### config.mk
export PLATFORM = sky130hd
export DESIGN_NAME = fft_input_collector
export DESIGN_NICKNAME = d
export VERILOG_FILES = /design/src/rtl/fft_input_collector.sv
export SDC_FILE = /design/constraint.sdc
export NUM_CORES = 1
export LEC_CHECK = 0
export CAP_MARGIN = 20
export CORE_UTILIZATION = 55
export CTS_CLUSTER_SIZE = 40
export DETAILED_ROUTE_END_ITERATION = 7
export GPL_TIMING_DRIVEN = 0
export PLACE_DENSITY = 0.89
export SYNTH_ARGS = -nofsm -noshare
export SYNTH_HDL_FRONTEND = slang
export SYNTH_SLANG_ARGS = --single-unit
### constraint.sdc
create_clock -name clk_1 -period 2.6 [get_ports clk_1]
set_clock_uncertainty 0.1 [all_clocks]
set_input_delay 0.52 -clock clk_1 [delete_from_list [all_inputs] [get_ports clk_1]]
set_output_delay 0.52 -clock clk_1 [all_outputs]
set_load 0.1 [all_outputs]
### src/rtl/fft_input_collector.sv
// fft_input_collector: serial-to-parallel ping-pong front end for the 8-point FFT datapath.
// Samples arrive one per clock and are assembled into 8-sample frames across two banks.
// One bank fills while the other is held on out1..out8 for the consumer.
// Optional macro FFT_IN_BITREV_EN: store samples in bit-reversed slot order for
// decimation-in-time; undefined gives natural order.
module fft_input_collector #(
  parameter int DATA_W = 8
) (
  input  logic              clk_1,
  input  logic              rst_n,
  input  logic [DATA_W-1:0] in_data,
  input  logic              in_valid,
  output logic              in_ready,
  input  logic              flush,
  output logic [DATA_W-1:0] out1,
  output logic [DATA_W-1:0] out2,
  output logic [DATA_W-1:0] out3,
  output logic [DATA_W-1:0] out4,
  output logic [DATA_W-1:0] out5,
  output logic [DATA_W-1:0] out6,
  output logic [DATA_W-1:0] out7,
  output logic [DATA_W-1:0] out8,
  output logic              frame_valid,
  input  logic              frame_ready,
  output logic [7:0]        frame_count
);

  logic [DATA_W-1:0] r_bank [2][8];
  logic [1:0]        r_full;
  logic              r_wb;
  logic              r_rb;
  logic [2:0]        r_wp;
  logic [7:0]        r_frameCount;

  logic              w_accept;
  logic              w_frameDone;
  logic              w_handoff;
  logic [2:0]        w_slot;

`ifdef FFT_IN_BITREV_EN
  assign w_slot = {r_wp[0], r_wp[1], r_wp[2]};
`else
  assign w_slot = r_wp;
`endif

  // Flush blocks acceptance so the discarded frame cannot pick up a stray sample.
  assign in_ready    = !r_full[r_wb] && !flush;
  assign w_accept    = in_valid && in_ready;
  assign w_frameDone = w_accept && (r_wp == 3'd7);
  assign frame_valid = r_full[r_rb];
  assign w_handoff   = frame_valid && frame_ready;
  assign frame_count = r_frameCount;

  assign out1 = r_bank[r_rb][0];
  assign out2 = r_bank[r_rb][1];
  assign out3 = r_bank[r_rb][2];
  assign out4 = r_bank[r_rb][3];
  assign out5 = r_bank[r_rb][4];
  assign out6 = r_bank[r_rb][5];
  assign out7 = r_bank[r_rb][6];
  assign out8 = r_bank[r_rb][7];

  // Write each accepted sample into its mapped slot of the bank currently filling.
  always_ff @(posedge clk_1 or negedge rst_n) begin
    if (!rst_n) begin
      for (int b = 0; b < 2; b++) begin
        for (int s = 0; s < 8; s++) begin
          r_bank[b][s] <= '0;
        end
      end
    end else if (w_accept) begin
      r_bank[r_wb][w_slot] <= in_data;
    end
  end

  // Bank bookkeeping: completion fills the write bank, handoff frees the read bank.
  // Both may happen in one cycle; they always target different banks.
  always_ff @(posedge clk_1 or negedge rst_n) begin
    if (!rst_n) begin
      r_full       <= 2'b00;
      r_wb         <= 1'b0;
      r_rb         <= 1'b0;
      r_frameCount <= 8'd0;
    end else begin
      if (w_frameDone) begin
        r_full[r_wb] <= 1'b1;
        r_wb         <= ~r_wb;
      end
      if (w_handoff) begin
        r_full[r_rb] <= 1'b0;
        r_rb         <= ~r_rb;
        r_frameCount <= r_frameCount + 8'd1;
      end
    end
  end

  // Write pointer advances per accepted sample, wrapping naturally after slot 7.
  always_ff @(posedge clk_1 or negedge rst_n) begin
    if (!rst_n) begin
      r_wp <= 3'd0;
    end else if (flush) begin
      r_wp <= 3'd0;
    end else if (w_accept) begin
      r_wp <= r_wp + 3'd1;
    end
  end

endmodule

==> flow_metrics.py, run 1 <==
metrics = {
    "route": {
        "detail_route.vias_per_cell": 5.70,
        "drt.antenna.violating_nets": 0,
        "drc": 0,
        "detail_route.wirelength_mm": 14.3,
        "highest-signal-layer": "met4",
        "detailroute.wirelength.met2_mm": 7.42,
        "routedWlPerCell_um": 20.5,
        "detailroute.via_count": 3981,
        "drtIter0Drc": 200,
        "first_pass_iters": 4,
        "met3WireLength_um": 683,
        "wl_met1_mm": 5.94,
    },
    "setup_path": {
        "worst-r2r-setup-slack_ns": 0.30,
        "critical_path.cell_chain": "clkdlybuf4s50_1",
        "timing_worst_setup_path_type": "register to output pin",
        "slowest_stage": "sky130_fd_sc_hd__clkdlybuf4s50_1",
        "critPathLaunchType": "register",
        "worstPathMaxFanout": 4,
        "critical_path_required_ns": 1.98,
        "critPathCapture": "frame_count[1]",
        "crit_family": "buffers and inverters",
        "critical_path.reg2reg.endpoint": "r_bank[50]$_DFFE_PN0P_",
        "setup.worst_path.start": "frame_count[1]$_DFFE_PN0N_",
        "timing.critical_path.depth": 1,
        "worst-path-buf-inv": 1,
        "rr_startpoint": "r_full[1]$_DFF_PN0_",
        "ff2ff_path_depth": 5,
        "critical_path_sink_type": "output pin",
        "worstPathArrival_ns": 1.93,
        "critical-path-max-stage-delay_ns": 1.14,
    },
    "sta": {
        "relSlewSlack_pct": 35.7,
        "worst-slew-pin-transition_ns": 0.962,
        "finalCriticalPeriod_ns": 2.55,
        "tns_ns": 0,
        "unrepaired_setup_endpoints_after_global_routing": "true",
        "post-route-period-util_pct": 98.1,
        "number_of_setup_violations_in_the_final_report": 0,
        "max_freq_mhz": 392,
        "final-hold-violation-count": 0,
        "finalMaxSlewViolations": 0,
        "worst_slack_ns": 0.0493,
    },
    "pwr": {
        "total_power_divided_by_cell_area_nw_per_um2": 831,
        "power.leakage_nw": 4.03,
        "max-vdd-ir-drop_uv": 661,
    },
    "floorplanning": {
        "vertical_die_dimension_um": 110,
        "floorplan.die_area_um2": 12200,
        "num_io_pins": 87,
        "dieWidth_um": 110,
        "floorplan.initialDensity_pct": 56.6,
        "placementRows": 39,
        "core_area_um2": 11400,
    },
    "synthesis": {
        "synth-async-reset-ratio_pct": 100,
        "post_synth_inst_count": 438,
        "syn-mean-instance-area_um2": 14.8,
        "post-synth-top-count-cell": "sky130_fd_sc_hd__mux2_2",
        "ys_dominant_reg_cell": "sky130_fd_sc_hd__dfrtp_1",
        "synth_seq_cells": 143,
        "synth_top_area_share_pct": 55.4,
        "yosysWarningCount": 0,
        "synth.cells.most_frequent": "194 x sky130_fd_sc_hd__mux2_2, 143 x sky130_fd_sc_hd__dfrtp_1, 17 x sky130_fd_sc_hd__clkbuf_1",
        "synth_sequential_area_ratio_pct": 55.4,
        "synth_edf_count": 0,
        "post_synth_num_cell_types": 34,
        "ys_top_cells_by_area": "sky130_fd_sc_hd__dfrtp_1 55%, sky130_fd_sc_hd__mux2_2 34%, sky130_fd_sc_hd__nor3_4 2.0%, sky130_fd_sc_hd__clkbuf_1 0.99%, sky130_fd_sc_hd__nand3_1 0.77%",
        "total_standard_cell_area_after_synthesis_um2": 6460,
        "yosysTopAreaCell": "sky130_fd_sc_hd__dfrtp_1",
        "synth.net_count": 454,
    },
    "clock_tree": {
        "numCtsBuffers": 17,
        "clk_pin_slew_worst_paths_ns": 0.06,
        "cts_num_sinks": 143,
        "ctsRootBufferMaster": "sky130_fd_sc_hd__clkbuf_16",
        "tritoncts": "built",
        "clkLatencyLatePin_ns": 0.41,
        "cts-root-to-sink-buffers": 2,
        "postcts_setup_bufs": 0,
        "h_tree_depth_reported_by_cts": 4,
    },
    "global_route": {
        "grt_max_degree": 86,
        "initial_antenna_violation_count": 0,
        "via_count_of_the_first_global_routing_pass": 4285,
        "grt-ovfl-total": 0,
        "grt_overall_usage_pct": 25.5,
        "grt_first_pass_wirelength_mm": 22.5,
    },
    "place": {
        "place_congestion": 0.794,
        "detailedPlace.worstSlack_ns": -1.22,
        "port_buffers": 85,
        "post-dp-hpwl_mm": 9.34,
    },
    "run": {
        "max_cap_violations": 0,
    },
    "min_path": {
        "timing.hold.worst.class": "primary input to register",
    },
    "cells_and_area": {
        "area.growth.synth_to_final_pct": 22.3,
        "nNetsFinal": 559,
        "num_antenna_cells": 0,
        "postLayoutCoreUtil_pct": 69.2,
        "layout-drive-gt1-share_pct": 57.2,
    },
    "run_status": {
        "outcome": "finished, final reports clean",
    },
}
## metrics by stage
| step | cell area, µm² | hold slack [ns] | power [mW] | instances |
|---|---|---|---|---|
| after detailed placement | 7520 | 0.359 | 4.35 | 667 |
| after global routing | 7910 | 0.201 | 6.77 | 699 |
| final | 7910 | 0.196 | 6.57 | 699 |
| after global placement | 7490 | 0.361 | 4.30 | 666 |
| after CTS | 7900 | 0.187 | 6.60 | 699 |
| after floorplan | 6460 | 0.124 | 3.94 | 438 |
## logic make-up (layout without fill, tap and decap cells)
logic type | Yosys count | in the layout | synth area share, %
buffers and inverters | 26 | 144 | 1.84
AOI/OAI and AO/OA | 11 | 11 | 1.01
xor gates and xnor gates | 7 | 7 | 0.949
DFF | 143 | 143 | 55.4
and+or+nand+nor | 52 | 52 | 6.12
muxes | 196 | 196 | 34.1
adders and majority gates | 3 | 3 | 0.581
## what timing repair did
action                                  in CTS  in global routing
endpoints found under the hold margin       25                  0
endpoints found under the setup margin      69                  7
gates resized for setup                    343                  7
hold buffers                                 1                  0
gates cloned                                 0                  0
## area by class of cell
class	instances	area, µm²
Tap cell	143	179
Sequential cell	143	3580
Clock inverter	8	80.1
Buffer	23	134
Fill cell	812	3510
Multi-Input combinational cell	269	2770
Clock buffer	24	502
Timing Repair Buffer	87	653
Inverter	2	7.51
## sequential cells by signal, summed over array words and instances, names as in the netlist
signal,count
r_bank,128
r_full,2
frame_count,8
r_wb,1
r_rb,1
r_wp,3
## cell usage in the layout, fill, tap and decap left out, types with 4 or more instances in the layout
cell type                         count
sky130_fd_sc_hd__o21ai_0              5
sky130_fd_sc_hd__nand2_1              8
sky130_fd_sc_hd__buf_2               43
sky130_fd_sc_hd__nor2_1               4
sky130_fd_sc_hd__nand3_1             10
sky130_fd_sc_hd__xor2_1               4
sky130_fd_sc_hd__buf_4               18
sky130_fd_sc_hd__clkbuf_8             6
sky130_fd_sc_hd__clkbuf_1            13
sky130_fd_sc_hd__mux2_2             194
sky130_fd_sc_hd__buf_6                4
sky130_fd_sc_hd__clkbuf_16           17
sky130_fd_sc_hd__nor3_4               8
sky130_fd_sc_hd__clkbuf_2             5
sky130_fd_sc_hd__clkdlybuf4s50_1     12
sky130_fd_sc_hd__dfrtp_1            142
sky130_fd_sc_hd__clkdlybuf4s15_2      8
## worst min path at each step
stage / endpoint / cells after the start / from / slack (ns)
after floorplan: frame_count[0]$_DFFE_PN0N_ / 0 / rst_n / 0.12
after global placement: frame_count[7]$_DFFE_PN0N_ / 1 / frame_count[7]$_DFFE_PN0N_ / 0.36
after detailed placement: frame_count[7]$_DFFE_PN0N_ / 1 / frame_count[7]$_DFFE_PN0N_ / 0.36
after CTS: r_wp[2]$_DFFE_PN0P_ / 2 / flush / 0.19
after global routing: r_wp[2]$_DFFE_PN0P_ / 2 / flush / 0.20
final: r_wp[2]$_DFFE_PN0P_ / 2 / flush / 0.20
## power breakdown
part           internal (mW)  switching, mW  leakage (nW)  total (mW)
Clock                   1.44          0.898         0.278        2.34
Combinational          0.408           1.37          1.81        1.78
Sequential              2.37         0.0817          1.94        2.45
## routing by layer
layer / track usage (%) / vias up
met5: 0 / -
met4: 9.77 / 0
met3: 6.00 / 22
met2: 43.7 / 108
met1: 31.4 / 2057
li1: - / 1794
No activity file was read; power rests on OpenSTA's default activity.
==> run 2, diff against run 1 <==
Settings changed: PLACE_DENSITY 0.89 to 0.8, SETUP_SLACK_MARGIN set to 0.15.
==> run 2 against run 1 <==
- clock power about the same
- final cell count up 0.14%
- global-route usage down 0.57 points
- critical endpoint is now out2[6]
- clock-buffer cell count down 3
==> flow_metrics.py, run 2 (synthesis gave the netlist of run 1 again) <==
metrics = {
    "run_status": {
        "outcome": "finished, final reports clean",
    },
    "cells_and_area": {
        "mostFrequentLayoutCells": "189 x sky130_fd_sc_hd__mux2_2, 143 x sky130_fd_sc_hd__dfrtp_1, 43 x sky130_fd_sc_hd__buf_4, 18 x sky130_fd_sc_hd__clkbuf_16",
        "layout-drive-gt1-share_pct": 57.1,
        "regMostFlops": "r_bank",
        "nNetsFinal": 561,
        "layout.cells.most_common": "sky130_fd_sc_hd__mux2_2",
        "num_antenna_cells": 0,
        "largest_register_ffs": 128,
        "area.growth.synth_to_final_pct": 25.9,
        "postLayoutCoreUtil_pct": 71.2,
    },
    "clock_tree": {
        "ctsRootBufferMaster": "sky130_fd_sc_hd__clkbuf_16",
        "cts_num_sinks": 143,
        "clkLatencyLatePin_ns": 0.42,
        "postcts_setup_bufs": 0,
        "h_tree_depth_reported_by_cts": 4,
        "tritoncts": "built",
        "clk_pin_slew_worst_paths_ns": 0.06,
        "cts-root-to-sink-buffers": 2,
        "numCtsBuffers": 17,
    },
    "route": {
        "drc": 0,
        "detailroute.via_count": 3936,
        "first_pass_iters": 4,
        "detail_route.wirelength_mm": 14.0,
        "routedWlPerCell_um": 20.0,
        "detail_route.vias_per_cell": 5.62,
        "drt.antenna.violating_nets": 0,
        "drtIter0Drc": 146,
    },
    "floorplanning": {
        "vertical_die_dimension_um": 110,
        "placementRows": 39,
        "floorplan.die_area_um2": 12200,
        "core_area_um2": 11400,
        "dieWidth_um": 110,
        "floorplan.initialDensity_pct": 56.6,
        "num_io_pins": 87,
    },
    "min_path": {
        "worst_hold_endpoint": "r_wp[0]$_DFFE_PN0P_",
        "min_from": "flush",
        "timing.hold.worst_path_depth": 2,
        "timing.hold.worst.class": "primary input to register",
    },
    "sta": {
        "post-route-period-util_pct": 92.2,
        "hold_ws_ns": 0.192,
        "final-hold-violation-count": 0,
        "worst_slack_ns": 0.203,
        "finalMaxSlewViolations": 0,
        "relSlewSlack_pct": 35.3,
        "max_freq_mhz": 417,
        "unrepaired_setup_endpoints_after_global_routing": "true",
        "number_of_setup_violations_in_the_final_report": 0,
        "finalCriticalPeriod_ns": 2.40,
        "worst-slew-pin-transition_ns": 0.974,
    },
    "setup_path": {
        "critPathLaunchType": "register",
        "ff2ff_path_depth": 5,
        "critical-path-max-stage-delay_ns": 0.36,
        "critical_path_required_ns": 1.98,
        "critical_path_sink_type": "output pin",
        "critical_path.reg2reg.endpoint": "r_bank[52]$_DFFE_PN0P_",
        "worst-path-buf-inv": 4,
        "slowest_stage": "sky130_fd_sc_hd__mux2_2",
        "critical_path.cell_chain": "buf_8, clkbuf_16, buf_12, mux2_2, buf_6",
        "timing_worst_setup_path_type": "register to output pin",
        "crit_family": "buffers and inverters",
        "rr_startpoint": "r_full[1]$_DFF_PN0_",
        "worstPathArrival_ns": 1.78,
        "worstPathMaxFanout": 10,
        "worst-r2r-setup-slack_ns": 0.32,
    },
    "global_route": {
        "initial_antenna_violation_count": 0,
        "grt.met2_usage_pct": 40.1,
        "via_count_of_the_first_global_routing_pass": 4095,
        "grt_first_pass_wirelength_mm": 21.9,
        "busiest_layer": "met2",
        "grt-ovfl-total": 0,
        "globalRouteMet3Util_pct": 5.70,
        "met1_usage_pct": 33.1,
        "grt_overall_usage_pct": 25.0,
        "grt_max_degree": 95,
    },
    "place": {
        "port_buffers": 85,
        "post-dp-hpwl_mm": 9.18,
        "place_congestion": 0.733,
        "detailedPlace.worstSlack_ns": -1.20,
    },
    "run": {
        "max_cap_violations": 0,
    },
    "pwr": {
        "total_power_divided_by_cell_area_nw_per_um2": 830,
        "power.leakage_nw": 4.10,
        "design_power_total_mw": 6.75,
        "max-vdd-ir-drop_uv": 627,
    },
}
==> run 2: timing repair <==
action,4_1_cts,5_1_grt
gates cloned,0,1
endpoints found under the hold margin,49,0
hold buffers,1,0
setup endpoints to repair,74,29
gates resized for setup,426,31
==> run 2: cell type report <==
type,instances,area [µm²]
clock inverter,10,114
tap,143,179
timing repair buffer,88,820
multi-input combinational,269,2790
clock buffer,21,460
sequential,143,3580
inverter,2,7.51
buffer,24,186
fill,800,3280
==> run 2: report_power, final <==
group | internal, mW | switching [mW] | total (mW)
Combinational | 0.568 | 1.39 | 1.96
Sequential | 2.37 | 0.0739 | 2.44
Clock | 1.45 | 0.895 | 2.35
==> run 2: worst max-delay path by stage <==
stage                     startpoint                      to  slack, ns  cells after the start
detailed placement  r_rb$_DFFE_PN0N_                 out2[6]      -1.20                      5
floorplan           r_rb$_DFFE_PN0N_                 out1[0]       0.18                      4
finish              r_rb$_DFFE_PN0N_                 out2[6]       0.20                      5
global route        r_rb$_DFFE_PN0N_                 out8[7]       0.15                      4
CTS                 r_rb$_DFFE_PN0N_                 out2[6]       0.12                      5
global placement               rst_n  r_bank[35]$_DFFE_PN0P_      -4.47                      1
==> run 2: through the flow <==
stage / cell area [µm²] / std cells / TNS (ns)
floorplan: 6460 / 438 / 0
global placement: 7490 / 666 / -685.25
detailed placement: 7520 / 667 / -48.33
CTS: 8010 / 699 / 0
global route: 8130 / 700 / 0
finish: 8130 / 700 / 0
==> run 2: routing by layer <==
metal / vias to the layer above / wire [µm]
met5: - / 0
met4: 0 / 290
met3: 22 / 474
met2: 75 / 7140
met1: 2052 / 6120
li1: 1787 / -
